**config.mk**
```make
export PLATFORM = sky130hd
export DESIGN_NAME = attn_csb_master_flat
export DESIGN_NICKNAME = d
export VERILOG_FILES = /design/src/rtl/attn_csb_pkg.sv /design/src/rtl/attn_csb_master_if.sv /design/src/rtl/attn_csb_master.sv /design/src/flat_wrapper.sv
export SDC_FILE = /design/constraint.sdc
export NUM_CORES = 1
export LEC_CHECK = 0
export ABC_AREA = 0
export CAP_MARGIN = 40
export CORE_MARGIN = 5
export CORE_UTILIZATION = 45
export DETAILED_ROUTE_END_ITERATION = 10
export GPL_TIMING_DRIVEN = 0
export PLACE_DENSITY_LB_ADDON = 0.12
export SYNTH_ARGS = -nofsm -noshare
export SYNTH_HDL_FRONTEND = slang
export SYNTH_SLANG_ARGS = --single-unit
```
**constraint.sdc**
```tcl
create_clock -name nvdla_core_clk -period 8.6 [get_ports nvdla_core_clk]
set_input_delay 1.72 -clock nvdla_core_clk [delete_from_list [all_inputs] [get_ports nvdla_core_clk]]
set_output_delay 1.72 -clock nvdla_core_clk [all_outputs]
set_load 0.05 [all_outputs]
```
**src/rtl/attn_csb_pkg.sv**
```systemverilog
// Shared CSB definitions for the attention-partition host initiator: payload field
// positions, FSM state encoding and request/response pack/unpack helpers.
package attn_csb_pkg;

  localparam int REQ_PD_W    = 63;
  localparam int RSP_PD_W    = 34;
  localparam int ADDR_LSB    = 5;
  localparam int ADDR_W      = 17;
  localparam int WDAT_LSB    = 22;
  localparam int WDAT_W      = 32;
  localparam int WRITE_BIT   = 54;
  localparam int NPOSTED_LSB = 55;
  localparam int RDAT_W      = 32;

  typedef enum logic [1:0] {
    IDLE     = 2'd0,
    REQ      = 2'd1,
    WAIT_RSP = 2'd2
  } csb_state_e;

  typedef struct packed {
    logic              err;
    logic [RDAT_W-1:0] rdat;
  } csb_rsp_t;

  // Reads always expect a response, so their non-posted flag is forced high.
  function automatic logic [REQ_PD_W-1:0] pack_req(
    input logic [ADDR_W-1:0] addr,
    input logic [WDAT_W-1:0] wdat,
    input logic              write,
    input logic              nposted
  );
    logic [REQ_PD_W-1:0] pd;
    pd                        = '0;
    pd[ADDR_LSB +: ADDR_W]    = addr;
    pd[WDAT_LSB +: WDAT_W]    = wdat;
    pd[WRITE_BIT]             = write;
    pd[NPOSTED_LSB +: 2]      = {1'b0, (write ? nposted : 1'b1)};
    return pd;
  endfunction

  function automatic logic req_is_write(input logic [REQ_PD_W-1:0] pd);
    return pd[WRITE_BIT];
  endfunction

  function automatic logic req_expects_rsp(input logic [REQ_PD_W-1:0] pd);
    return pd[NPOSTED_LSB];
  endfunction

  function automatic csb_rsp_t unpack_rsp(input logic [RSP_PD_W-1:0] pd);
    csb_rsp_t r;
    r.err  = |pd[RSP_PD_W-1:RDAT_W];
    r.rdat = pd[RDAT_W-1:0];
    return r;
  endfunction

endpackage

```
**src/rtl/attn_csb_master_if.sv**
```systemverilog
// Host command/response port and CSB request/response port of attn_csb_master.
// master = the initiator itself, slave = the host + CSB target side (or a bench).
interface attn_csb_master_if;
  import attn_csb_pkg::*;

  // Handshakes: a request transfers on a cycle where valid && ready are both high;
  // valid never drops and the payload never changes until that cycle. The CSB
  // response and the host response carry no ready: each valid cycle is one beat.
  logic                host_cmd_valid;
  logic                host_cmd_ready;
  logic [ADDR_W-1:0]   host_cmd_addr;
  logic [WDAT_W-1:0]   host_cmd_wdat;
  logic                host_cmd_write;
  logic                host_cmd_nposted;

  logic                host_rsp_valid;
  logic [RDAT_W-1:0]   host_rsp_rdat;
  logic                host_rsp_err;
  logic                host_rsp_timeout;
  logic                stray_rsp;

  logic                csb2attn_req_pvld;
  logic                csb2attn_req_prdy;
  logic [REQ_PD_W-1:0] csb2attn_req_pd;

  logic                attn2csb_resp_valid;
  logic [RSP_PD_W-1:0] attn2csb_resp_pd;

  csb_state_e          dbg_state;

  modport master (
    input  host_cmd_valid, host_cmd_addr, host_cmd_wdat, host_cmd_write, host_cmd_nposted,
    output host_cmd_ready,
    output host_rsp_valid, host_rsp_rdat, host_rsp_err, host_rsp_timeout, stray_rsp,
    output csb2attn_req_pvld, csb2attn_req_pd,
    input  csb2attn_req_prdy,
    input  attn2csb_resp_valid, attn2csb_resp_pd,
    output dbg_state
  );

  modport slave (
    output host_cmd_valid, host_cmd_addr, host_cmd_wdat, host_cmd_write, host_cmd_nposted,
    input  host_cmd_ready,
    input  host_rsp_valid, host_rsp_rdat, host_rsp_err, host_rsp_timeout, stray_rsp,
    input  csb2attn_req_pvld, csb2attn_req_pd,
    output csb2attn_req_prdy,
    output attn2csb_resp_valid, attn2csb_resp_pd,
    input  dbg_state
  );

endinterface

```
**src/rtl/attn_csb_master.sv**
```systemverilog
// Single-outstanding CSB initiator: latches one host command, issues the CSB request,
// waits (with timeout) for the response when one is due and reports completion.
module attn_csb_master
  import attn_csb_pkg::*;
#(
  parameter int unsigned TIMEOUT_CYCLES = 1024,
  parameter int unsigned TO_W           = 16
) (
  input  logic               nvdla_core_clk,
  input  logic               nvdla_core_rst,
  attn_csb_master_if.master  bus
);

  localparam logic [TO_W-1:0] TO_LAST = TO_W'(TIMEOUT_CYCLES - 1);

  csb_state_e          state;
  logic [TO_W-1:0]     to_cnt;
  logic [REQ_PD_W-1:0] req_pd;
  logic                req_pvld;
  logic                cmd_ready;
  logic                rsp_valid;
  logic [RDAT_W-1:0]   rsp_rdat;
  logic                rsp_err;
  logic                rsp_timeout;
  logic                stray;
  csb_rsp_t            rsp_in;

  assign rsp_in = unpack_rsp(bus.attn2csb_resp_pd);

  always_ff @(posedge nvdla_core_clk or posedge nvdla_core_rst) begin
    if (nvdla_core_rst) begin
      state       <= IDLE;
      to_cnt      <= '0;
      req_pd      <= '0;
      req_pvld    <= 1'b0;
      cmd_ready   <= 1'b1;
      rsp_valid   <= 1'b0;
      rsp_rdat    <= '0;
      rsp_err     <= 1'b0;
      rsp_timeout <= 1'b0;
      stray       <= 1'b0;
    end else begin
      rsp_valid <= 1'b0;

      // Only WAIT_RSP consumes a response; anywhere else it is remembered as stray.
      if (bus.attn2csb_resp_valid && state != WAIT_RSP) begin
        stray <= 1'b1;
      end

      case (state)
        IDLE: begin
          if (bus.host_cmd_valid) begin
            req_pd    <= pack_req(bus.host_cmd_addr, bus.host_cmd_wdat,
                                  bus.host_cmd_write, bus.host_cmd_nposted);
            req_pvld  <= 1'b1;
            cmd_ready <= 1'b0;
            state     <= REQ;
          end
        end

        REQ: begin
          if (bus.csb2attn_req_prdy) begin
            req_pvld <= 1'b0;
            if (req_is_write(req_pd) && !req_expects_rsp(req_pd)) begin
              // Posted write completes on the request handshake itself.
              rsp_valid   <= 1'b1;
              rsp_rdat    <= '0;
              rsp_err     <= 1'b0;
              rsp_timeout <= 1'b0;
              cmd_ready   <= 1'b1;
              state       <= IDLE;
            end else begin
              to_cnt <= '0;
              state  <= WAIT_RSP;
            end
          end
        end

        WAIT_RSP: begin
          if (bus.attn2csb_resp_valid) begin
            rsp_valid   <= 1'b1;
            rsp_rdat    <= req_is_write(req_pd) ? '0 : rsp_in.rdat;
            rsp_err     <= rsp_in.err;
            rsp_timeout <= 1'b0;
            cmd_ready   <= 1'b1;
            state       <= IDLE;
          end else if (to_cnt == TO_LAST) begin
            rsp_valid   <= 1'b1;
            rsp_rdat    <= '0;
            rsp_err     <= 1'b1;
            rsp_timeout <= 1'b1;
            cmd_ready   <= 1'b1;
            state       <= IDLE;
          end else begin
            to_cnt <= to_cnt + 1'b1;
          end
        end

        default: begin
          req_pvld  <= 1'b0;
          cmd_ready <= 1'b1;
          state     <= IDLE;
        end
      endcase
    end
  end

  assign bus.host_cmd_ready    = cmd_ready;
  assign bus.host_rsp_valid    = rsp_valid;
  assign bus.host_rsp_rdat     = rsp_rdat;
  assign bus.host_rsp_err      = rsp_err;
  assign bus.host_rsp_timeout  = rsp_timeout;
  assign bus.stray_rsp         = stray;
  assign bus.csb2attn_req_pvld = req_pvld;
  assign bus.csb2attn_req_pd   = req_pd;
  assign bus.dbg_state         = state;

endmodule

```
**src/flat_wrapper.sv**
```systemverilog
// flat-port wrapper written by rule: the top's interface ports become plain ports
module attn_csb_master_flat import attn_csb_pkg::*;
#(
  parameter int unsigned TIMEOUT_CYCLES = 1024,
  parameter int unsigned TO_W           = 16
)
  (nvdla_core_clk, nvdla_core_rst, bus_host_cmd_valid, bus_host_cmd_addr, bus_host_cmd_wdat, bus_host_cmd_write, bus_host_cmd_nposted, bus_host_cmd_ready, bus_host_rsp_valid, bus_host_rsp_rdat, bus_host_rsp_err, bus_host_rsp_timeout, bus_stray_rsp, bus_csb2attn_req_pvld, bus_csb2attn_req_pd, bus_csb2attn_req_prdy, bus_attn2csb_resp_valid, bus_attn2csb_resp_pd, bus_dbg_state);
  attn_csb_master_if bus_i ();
  input  logic nvdla_core_clk;
  input  logic nvdla_core_rst;
  input wire logic [$bits(bus_i.host_cmd_valid)-1:0] bus_host_cmd_valid;
  input wire logic [$bits(bus_i.host_cmd_addr)-1:0] bus_host_cmd_addr;
  input wire logic [$bits(bus_i.host_cmd_wdat)-1:0] bus_host_cmd_wdat;
  input wire logic [$bits(bus_i.host_cmd_write)-1:0] bus_host_cmd_write;
  input wire logic [$bits(bus_i.host_cmd_nposted)-1:0] bus_host_cmd_nposted;
  output wire logic [$bits(bus_i.host_cmd_ready)-1:0] bus_host_cmd_ready;
  output wire logic [$bits(bus_i.host_rsp_valid)-1:0] bus_host_rsp_valid;
  output wire logic [$bits(bus_i.host_rsp_rdat)-1:0] bus_host_rsp_rdat;
  output wire logic [$bits(bus_i.host_rsp_err)-1:0] bus_host_rsp_err;
  output wire logic [$bits(bus_i.host_rsp_timeout)-1:0] bus_host_rsp_timeout;
  output wire logic [$bits(bus_i.stray_rsp)-1:0] bus_stray_rsp;
  output wire logic [$bits(bus_i.csb2attn_req_pvld)-1:0] bus_csb2attn_req_pvld;
  output wire logic [$bits(bus_i.csb2attn_req_pd)-1:0] bus_csb2attn_req_pd;
  input wire logic [$bits(bus_i.csb2attn_req_prdy)-1:0] bus_csb2attn_req_prdy;
  input wire logic [$bits(bus_i.attn2csb_resp_valid)-1:0] bus_attn2csb_resp_valid;
  input wire logic [$bits(bus_i.attn2csb_resp_pd)-1:0] bus_attn2csb_resp_pd;
  output wire logic [$bits(bus_i.dbg_state)-1:0] bus_dbg_state;
  assign bus_i.host_cmd_valid = bus_host_cmd_valid;
  assign bus_i.host_cmd_addr = bus_host_cmd_addr;
  assign bus_i.host_cmd_wdat = bus_host_cmd_wdat;
  assign bus_i.host_cmd_write = bus_host_cmd_write;
  assign bus_i.host_cmd_nposted = bus_host_cmd_nposted;
  assign bus_host_cmd_ready = bus_i.host_cmd_ready;
  assign bus_host_rsp_valid = bus_i.host_rsp_valid;
  assign bus_host_rsp_rdat = bus_i.host_rsp_rdat;
  assign bus_host_rsp_err = bus_i.host_rsp_err;
  assign bus_host_rsp_timeout = bus_i.host_rsp_timeout;
  assign bus_stray_rsp = bus_i.stray_rsp;
  assign bus_csb2attn_req_pvld = bus_i.csb2attn_req_pvld;
  assign bus_csb2attn_req_pd = bus_i.csb2attn_req_pd;
  assign bus_i.csb2attn_req_prdy = bus_csb2attn_req_prdy;
  assign bus_i.attn2csb_resp_valid = bus_attn2csb_resp_valid;
  assign bus_i.attn2csb_resp_pd = bus_attn2csb_resp_pd;
  assign bus_dbg_state = bus_i.dbg_state;
  attn_csb_master #(.TIMEOUT_CYCLES(TIMEOUT_CYCLES), .TO_W(TO_W)) u_core (.nvdla_core_clk(nvdla_core_clk), .nvdla_core_rst(nvdla_core_rst), .bus(bus_i));
endmodule
```
==> metrics.yaml, run 1 <==
routing:
  vias_per_cell: 4.942
  drt-total-wl_um: 12020
  drtIter0Drc: 158
  drc: 0
  antenna_left: 0
  vias: 3766
  routedWlPerCell_um: 15.78
  first_pass_iters: 4
cts:
  cts_tree: "yes"
  clock_path_buffers: 2
  insertion_delay_ns: 0.36
  cts_root_buffer: "clkbuf_8"
  cts_inserted_buffers: 9
  cts_resized: 0
  path_clk_slew_ns: 0.09
  hold_buffers: 0
  cts_sinks: 107
  cts_setup_buffers: 0
  htreeDepth: 3
grt:
  overflow: 0
  grt_pass1_wl_um: 20260
  grt_max_degree: 61
  grtUsageTotal_pct: 20.19
  grt_antenna_before_repair: 0
  grt_pass1_vias: 4078
yosys:
  syn_inst: 419
  synth-seq-area-share_pct: 58.07
  synthDistinctLibCells: 47
  synthTopCellsByArea: "dfrtp_1 (57%), mux2_2 (12%), nand2_1 (7.6%)"
  yosysWarnings: 0
  synth_edf_count: 0
  ys.flop_type: "dfrtp_1"
  avgSynthCellArea_um2: 11.01
  yosys.area.top_type: "dfrtp_1"
  ys_ff_latch: 107
  syn_area_um2: 4613
  async_reset_ff_share_pct: 100.0
  synth_top_cell_area_share_pct: 57.50
final_layout:
  seq_area_um2: 2679
  area_delta_synth_final_pct: 47.76
  fill_cells: 810
  final_area_um2: 6817
  final_nets: 717
  drive_gt1_share_pct: 14.22
  multi_input_area_um2: 1754
  antennaDiodeCount: 0
floorplanning:
  dieArea_um2: 12380
  start_util_pct: 45.50
  design.core.area_um2: 10140
  io_pins: 193
  die_x_um: 111.3
  die_h_um: 111.3
  std_cell_rows: 37
status:
  status: "complete, no violations"
placement:
  routabilityCongestion: 0.8136
  place.detailed.hpwl_um: 9259
  pre_cts_slack_ns: 4.916
  dpl-instance-area_um2: 6656
  io_buffers: 180
setup_path:
  path_class: "reg -> out"
  cp_slowest_cell: "clkdlybuf4s50_1"
  cp-start-kind: "flop"
  path_buf_inv: 1
  crit_required_ns: 6.88
  max_stage_delay_ns: 0.82
  end_kind: "primary output"
  crit_chain: "clkdlybuf4s50_1"
  cp.arrival_ns: 1.72
  cp_max_fo: 2
  crit_family: "buffers and inverters"
power:
  pwr-share-comb_pct: 58.0
  p_leak_nw: 2.814
  p_seq_share_pct: 30.9
  power_density_nw_per_um2: 360.8
  p_total_mw: 2.460
  ir_drop_mv: 0.2569
  p_int_mw: 1.275
  p_clk_share_pct: 11.0
  p_sw_share_pct: 48.15
  p_switching_mw: 1.184
timing:
  slew_viol_final: 0
  hold_viol: 0
  fin_skew_ns: 0.006948
  setup_viol: 0
  setup-tns-final_ns: 0
  setup_slack_ns: 5.163
  max_freq_ghz: 0.2909
  rsz0062_at_grt: "no"
  min_period_over_period_pct: 39.97
  tightest_slew_ns: 0.6797
  period_minus_slack_ns: 3.437
  slew_headroom_pct: 54.44
worst_hold_path:
  min_path_type: "reg -> reg"
job:
  cap_violations: 0
## worst paths after layout
kind / endpoint / cells past startpoint / start / slack (ns)
setup / recovery: bus_host_cmd_ready / 1 / u_core.bus.host_cmd_ready / 5.16
hold / removal: u_core.bus.stray_rsp / 1 / u_core.bus.stray_rsp / 0.48
setup reg to reg: u_core.to_cnt[7] / 6 / u_core.to_cnt[0] / 6.31
hold reg to reg: u_core.bus.stray_rsp / 1 / u_core.bus.stray_rsp / 0.48
max in group asynchronous: u_core.bus.host_rsp_rdat[22] / 3 / nvdla_core_rst / 6.09
min in group asynchronous: u_core.bus.csb2attn_req_pd[14] / 2 / nvdla_core_rst / 1.79
## layout make-up
type,instances,share of cell area [%]
plain buffers,31,2.478
clock buffers,12,2.129
clock inverters,3,0.2203
inverters,14,0.8076
multi-input cells,278,25.73
flip-flops and latches,107,39.30
well taps,136,2.496
repair buffers,181,26.84
## Yosys cell counts, types with 4 or more instances
master,count
a21oi_1,7
buf_2,6
buf_4,12
clkbuf_1,10
dfrtp_1,106
ha_1,5
inv_1,14
mux2_2,50
nand2_1,93
nand3_1,11
nand4_1,4
nor2_1,5
o21ai_0,42
o221ai_1,4
or3_1,5
## layout by cell type (no fill, tap or decap), types with 2 or more instances in the layout
master,instances
o221ai_1,4
mux2_2,50
buf_1,3
a21oi_1,7
conb_1,12
clkinv_2,3
or4_1,3
and4_1,2
nor2_1,5
nand3_1,11
o21ai_0,42
clkdlybuf4s50_1,180
nand3b_1,2
nor3_1,3
clkbuf_8,10
or3_1,5
dfrtp_1,106
mux2i_1,2
ha_1,5
nand4_1,4
inv_1,13
nand2_1,93
buf_4,12
buf_2,6
nor2b_1,2
nand2b_1,3
clkbuf_1,12
o211ai_1,2
## logic make-up (layout without fill, tap and decap cells)
logic type / Yosys count / in the layout / synth area share [%]
other: 1 / 12 / 0.08129
buffers and inverters: 45 / 241 / 4.801
adders and majority gates: 5 / 5 / 1.356
DFF: 107 / 107 / 58.07
and+or+nand+nor: 142 / 142 / 14.54
AOI/OAI and AO/OA: 67 / 67 / 8.516
muxes: 52 / 52 / 12.64
## routing by layer
layer | up-vias | global-route usage, % | share of wire, %
met2 | 143 | 31.68 | 46
met5 | - | 0 | 0
met3 | 15 | 9.498 | 11
met4 | 0 | 7.137 | 1.8
met1 | 1789 | 24.43 | 41
li1 | 1819 | - | -
## per-stage QoR
step	instances	hold WS (ns)	util [%]
2_1_floorplan	430	0.4919	-
3_3_place_gp	746	0.4481	65.36
3_5_place_dp	747	0.4530	65.65
4_1_cts	762	0.4748	67.23
5_1_grt	762	0.4947	67.23
6_report	762	0.4763	67.23
## flip-flops by register name, indices dropped and copies added (netlist names), 2 cells and up
signal and count:
u_core.bus.host_rsp_rdat 32, u_core.bus.csb2attn_req_pd 51, u_core.bus.dbg_state 2, u_core.to_cnt 16
## power groups by stage
stage	sequential [mW]	clock [mW]	combinational (mW)
after floorplan	1.33	0	0.377
after global placement	0.760	0	1.42
after detailed placement	0.770	0	1.44
after CTS	0.762	0.281	1.44
after global routing	0.786	0.305	1.51
final	0.761	0.271	1.43
(Power assumes the default switching activity.)
==> inputs of run 2 (changes only) <==
--- a/config.mk
+++ b/config.mk
@@ -8,7 +8,7 @@
 export ABC_AREA = 0
 export CAP_MARGIN = 40
 export CORE_MARGIN = 5
-export CORE_UTILIZATION = 45
+export CORE_UTILIZATION = 39
 export DETAILED_ROUTE_END_ITERATION = 10
 export GPL_TIMING_DRIVEN = 0
 export PLACE_DENSITY_LB_ADDON = 0.12
==> constraint.sdc (replaced) <==
create_clock -name nvdla_core_clk -period 2.8 [get_ports nvdla_core_clk]
set_input_delay 0.56 -clock nvdla_core_clk [delete_from_list [all_inputs] [get_ports nvdla_core_clk]]
set_output_delay 0.56 -clock nvdla_core_clk [all_outputs]
set_load 0.05 [all_outputs]
==> metrics.yaml, run 2 (synthesis gave the netlist of run 1 again) <==
status:
  status: "complete, no violations"
setup_path:
  cp.arrival_ns: 1.70
  reg2reg_from: "u_core.to_cnt[0]"
  regToRegEndpoint: "u_core.to_cnt[7]"
  crit_chain: "clkdlybuf4s50_1"
  cp-start-kind: "flop"
  crit_family: "buffers and inverters"
  cp_slowest_cell: "clkdlybuf4s50_1"
  max_stage_delay_ns: 0.82
  path_class: "reg -> out"
  path_buf_inv: 1
  ff2ff_path_depth: 6
  r2r_slack_ns: 0.55
  end_kind: "primary output"
  cp_max_fo: 2
  crit_required_ns: 2.24
final_layout:
  layout_common_cells: "clkdlybuf4s50_1 (180), dfrtp_1 (106), nand2_1 (93)"
  area_delta_synth_final_pct: 51.23
  mostFrequentLayoutCell: "clkdlybuf4s50_1"
  largest_reg_flops: 51
  drive_gt1_share_pct: 14.79
  antennaDiodeCount: 0
  final_area_um2: 6977
  final_nets: 719
floorplanning:
  std_cell_rows: 39
  die_x_um: 118.8
  design.core.area_um2: 11520
  start_util_pct: 40.06
  io_pins: 193
  die_h_um: 118.8
  dieArea_um2: 14100
routing:
  drc: 0
  drt-total-wl_um: 12540
  routedWlPerCell_um: 16.24
  vias_per_cell: 4.964
  drtIter0Drc: 143
  first_pass_iters: 6
  antenna_left: 0
  vias: 3832
placement:
  pre_cts_slack_ns: 0.3329
  routabilityCongestion: 0.7629
  io_buffers: 180
  dpl-instance-area_um2: 6706
  place.detailed.hpwl_um: 9748
grt:
  grtUsageTotal_pct: 18.01
  grt_pass1_wl_um: 20720
  overflow: 0
  grt_antenna_before_repair: 0
  grt_max_degree: 38
  grt_pass1_vias: 4135
power:
  p_leak_nw: 2.867
  pwr-share-comb_pct: 55.6
  p_total_mw: 7.915
  power_density_nw_per_um2: 1135
  p_clk_share_pct: 14.9
  p_int_mw: 4.189
  p_seq_share_pct: 29.5
  ir_drop_mv: 0.8163
  p_sw_share_pct: 47.08
  p_switching_mw: 3.727
timing:
  setup-tns-final_ns: 0
  slew_headroom_pct: 57.64
  rsz0062_at_grt: "no"
  tightest_slew_ns: 0.6320
  hold_slack_ns: 0.4799
  min_period_over_period_pct: 80.63
  hold_viol: 0
  max_freq_ghz: 0.4430
  setup_viol: 0
  period_minus_slack_ns: 2.258
  fin_skew_ns: 0.006506
  slew_viol_final: 0
  setup_slack_ns: 0.5424
cts:
  cts_tree: "yes"
  cts_setup_buffers: 0
  insertion_delay_ns: 0.34
  cts_sinks: 107
  cts_root_buffer: "clkbuf_16"
  htreeDepth: 3
  cts_resized: 0
  cts_inserted_buffers: 9
  hold_buffers: 0
  path_clk_slew_ns: 0.07
  clock_path_buffers: 2
worst_hold_path:
  hold_path_depth: 2
  min_to: "u_core.bus.host_rsp_rdat[29]"
  min_path_type: "reg -> reg"
  hp-start: "u_core.bus.host_rsp_rdat[29]"
job:
  cap_violations: 0
==> run 2: how the worst max path moves through the flow <==
stage | start | end | depth (start not counted)
after global routing | u_core.to_cnt[0] | u_core.to_cnt[7] | 6
after global placement | nvdla_core_rst | u_core.to_cnt[10] | 2
after floorplan | u_core.bus.dbg_state[0] | u_core.to_cnt[11] | 8
after CTS | u_core.bus.host_cmd_ready | bus_host_cmd_ready | 1
after detailed placement | bus_attn2csb_resp_valid | u_core.to_cnt[7] | 5
final | u_core.bus.host_cmd_ready | bus_host_cmd_ready | 1
==> run 2: cell type report <==
type,instances,area [µm²]
Fill cell,987,4539
Inverter,14,56.30
Sequential cell,107,2679
Buffer,31,168.9
Clock inverter,6,41.29
Multi-Input combinational cell,278,1754
Clock buffer,10,229.0
Tap cell,143,178.9
Timing Repair Buffer,183,1869
==> run 2: metal layers <==
| metal | global-route usage [%] | part of all wire (%) | vias up | wire [µm] |
|---|---|---|---|---|
| met5 | 0 | 0 | - | 0 |
| li1 | - | - | 1827 | - |
| met2 | 27.85 | 46 | 159 | 5730 |
| met3 | 8.978 | 12 | 23 | 1513 |
| met4 | 7.169 | 2.6 | 0 | 322 |
| met1 | 21.52 | 40 | 1823 | 4972 |
==> run 2: per-stage QoR <==
step	std cells	utilization [%]
6_report	772	60.58
5_1_grt	772	60.58
4_1_cts	772	60.58
3_5_place_dp	756	58.24
3_3_place_gp	753	57.65
2_1_floorplan	430	-
==> run 2: power by group through the flow <==
stage          combinational, mW  sequential [mW]  clock [mW]
6_report                    4.40             2.33        1.18
5_1_grt                     4.66             2.41        1.27
4_1_cts                     4.45             2.34        1.21
3_5_place_dp                4.43             2.36           0
3_3_place_gp                4.38             2.33           0
2_1_floorplan               1.16             4.08           0
==> inputs of run 3 (changes only) <==
--- a/config.mk
+++ b/config.mk
@@ -8,7 +8,7 @@
 export ABC_AREA = 0
 export CAP_MARGIN = 40
 export CORE_MARGIN = 5
-export CORE_UTILIZATION = 39
+export CORE_UTILIZATION = 43
 export DETAILED_ROUTE_END_ITERATION = 10
 export GPL_TIMING_DRIVEN = 0
 export PLACE_DENSITY_LB_ADDON = 0.12
==> constraint.sdc (replaced) <==
create_clock -name nvdla_core_clk -period 2.1 [get_ports nvdla_core_clk]
set_input_delay 0.42 -clock nvdla_core_clk [delete_from_list [all_inputs] [get_ports nvdla_core_clk]]
set_output_delay 0.42 -clock nvdla_core_clk [all_outputs]
set_load 0.05 [all_outputs]
==> metrics.yaml, run 3 (synthesis gave the netlist of run 1 again) <==
status:
  status: "complete, no violations"
timing:
  slew_viol_final: 0
  setup-tns-final_ns: 0
  tightest_slew_ns: 0.7335
  setup_viol: 0
  max_freq_ghz: 0.4917
  setup_slack_ns: 0.06620
  hold_viol: 0
  period_minus_slack_ns: 2.034
  min_period_over_period_pct: 96.85
  slew_headroom_pct: 51.00
  rsz0062_at_grt: "no"
  fin_skew_ns: 0.01167
setup_path:
  cp-start-kind: "flop"
  cp_max_fo: 3
  path_buf_inv: 1
  crit_family: "buffers and inverters"
  cp.arrival_ns: 1.61
  end_kind: "primary output"
  crit_chain: "clkdlybuf4s50_1"
  path_class: "reg -> out"
  max_stage_delay_ns: 0.84
  cp_slowest_cell: "clkdlybuf4s50_1"
  crit_required_ns: 1.68
power:
  p_leak_nw: 2.862
  pwr-share-comb_pct: 57.3
  power_density_nw_per_um2: 1492
  p_int_mw: 5.469
  ir_drop_mv: 1.347
  p_clk_share_pct: 12.7
  p_seq_share_pct: 30.0
  p_sw_share_pct: 47.52
  p_switching_mw: 4.953
  p_total_mw: 10.42
floorplanning:
  design.core.area_um2: 10420
  std_cell_rows: 37
  start_util_pct: 44.29
  io_pins: 193
  die_h_um: 113.6
  dieArea_um2: 12900
  die_x_um: 113.6
routing:
  drt-total-wl_um: 12510
  routedWlPerCell_um: 16.33
  vias: 3863
  antenna_left: 0
  drtIter0Drc: 206
  first_pass_iters: 4
  drc: 0
  vias_per_cell: 5.043
grt:
  grt_pass1_vias: 4064
  grt_max_degree: 39
  overflow: 0
  grtUsageTotal_pct: 19.43
  grt_pass1_wl_um: 20060
  grt_antenna_before_repair: 0
final_layout:
  area_delta_synth_final_pct: 51.42
  largest_reg_flops: 51
  drive_gt1_share_pct: 17.62
  mostFrequentLayoutCell: "clkdlybuf4s50_1"
  final_nets: 720
  antennaDiodeCount: 0
  layout_common_cells: "clkdlybuf4s50_1 (178), dfrtp_1 (103), nand2_1 (93)"
worst_hold_path:
  min_path_type: "reg -> reg"
cts:
  cts_sinks: 107
  cts_inserted_buffers: 9
  clock_path_buffers: 2
  insertion_delay_ns: 0.37
  cts_tree: "yes"
  path_clk_slew_ns: 0.10
  htreeDepth: 3
  cts_root_buffer: "clkbuf_8"
placement:
  io_buffers: 180
  place.detailed.hpwl_um: 9650
  routabilityCongestion: 0.7833
  pre_cts_slack_ns: -0.2480
job:
  cap_violations: 0
run 3: cell count changes in the layout (fill, tap and decap cells not counted), sizes merged:
cell / previous run / this run
clkbuf: 20 / 23
clkdlybuf4s50: 180 / 178
clkinvlp: 4 / 2
dlygate4sd2: 0 / 2
buf: 24 / 23
bufinv: 0 / 1
run 3: worst paths after layout:
kind | from | depth (start not counted) | slack (ns) | endpoint
worst max-delay path | u_core.bus.dbg_state[1] | 1 | 0.07 | bus_dbg_state[1]
worst min-delay path | u_core.bus.host_cmd_ready | 2 | 0.49 | u_core.bus.host_cmd_ready
worst max register to register | u_core.bus.dbg_state[0] | 9 | 0.07 | u_core.to_cnt[5]
worst min register to register | u_core.bus.host_cmd_ready | 2 | 0.49 | u_core.bus.host_cmd_ready
max in group asynchronous | nvdla_core_rst | 4 | 0.71 | u_core.bus.host_rsp_rdat[8]
min in group asynchronous | nvdla_core_rst | 2 | 0.50 | u_core.bus.host_rsp_rdat[28]
run 3: area by class of cell:
type	count	area (µm²)
repair buffers	184	1854
fillers	825	3431
inverters	14	56.30
flip-flops and latches	107	2683
clock inverters	5	60.06
clock buffers	11	151.4
multi-input cells	278	1819
plain buffers	31	191.4
well taps	136	170.2
run 3: power by group through the flow:
| stage | logic (mW) | registers [mW] | clock network, mW |
|---|---|---|---|
| 6_report | 5.97 | 3.13 | 1.32 |
| 5_1_grt | 6.30 | 3.23 | 1.45 |
| 3_3_place_gp | 5.86 | 3.12 | 0 |
| 2_1_floorplan | 1.56 | 5.44 | 0 |
| 3_5_place_dp | 5.93 | 3.16 | 0 |
| 4_1_cts | 5.94 | 3.13 | 1.36 |
run 3: worst min-delay path: cells and delay by family, from the launching register on:
family	cells	cell delay [ns]
flip-flops	1	0.39
multiplexers	1	0.06
buffers and inverters	1	0.04
run 3: metrics by stage:
stage | utilization, % | cell area [µm²] | hold slack, ns | instances
after global placement | 63.86 | 6651 | 0.4511 | 746
after floorplan | - | 4679 | 0.4919 | 430
final | 67.06 | 6985 | 0.4855 | 766
after CTS | 66.34 | 6910 | 0.4889 | 765
after global routing | 67.06 | 6985 | 0.5089 | 766
after detailed placement | 64.24 | 6691 | 0.4657 | 748
run 3: metal layers:
layer,share of wire (%),vias up,track usage [%]
met1,39,1881,21.93
met4,2.4,0,7.772
met3,10,19,8.435
met2,48,139,32.39
li1,-,1824,-
met5,0,-,0
run 3: timing repair:
action	in CTS	in global routing
pin swaps	0	1
hold buffers	0	0
endpoints found under the setup margin	28	48
gates cloned	0	0
buffers inserted	1	1
gates resized for setup	3	23
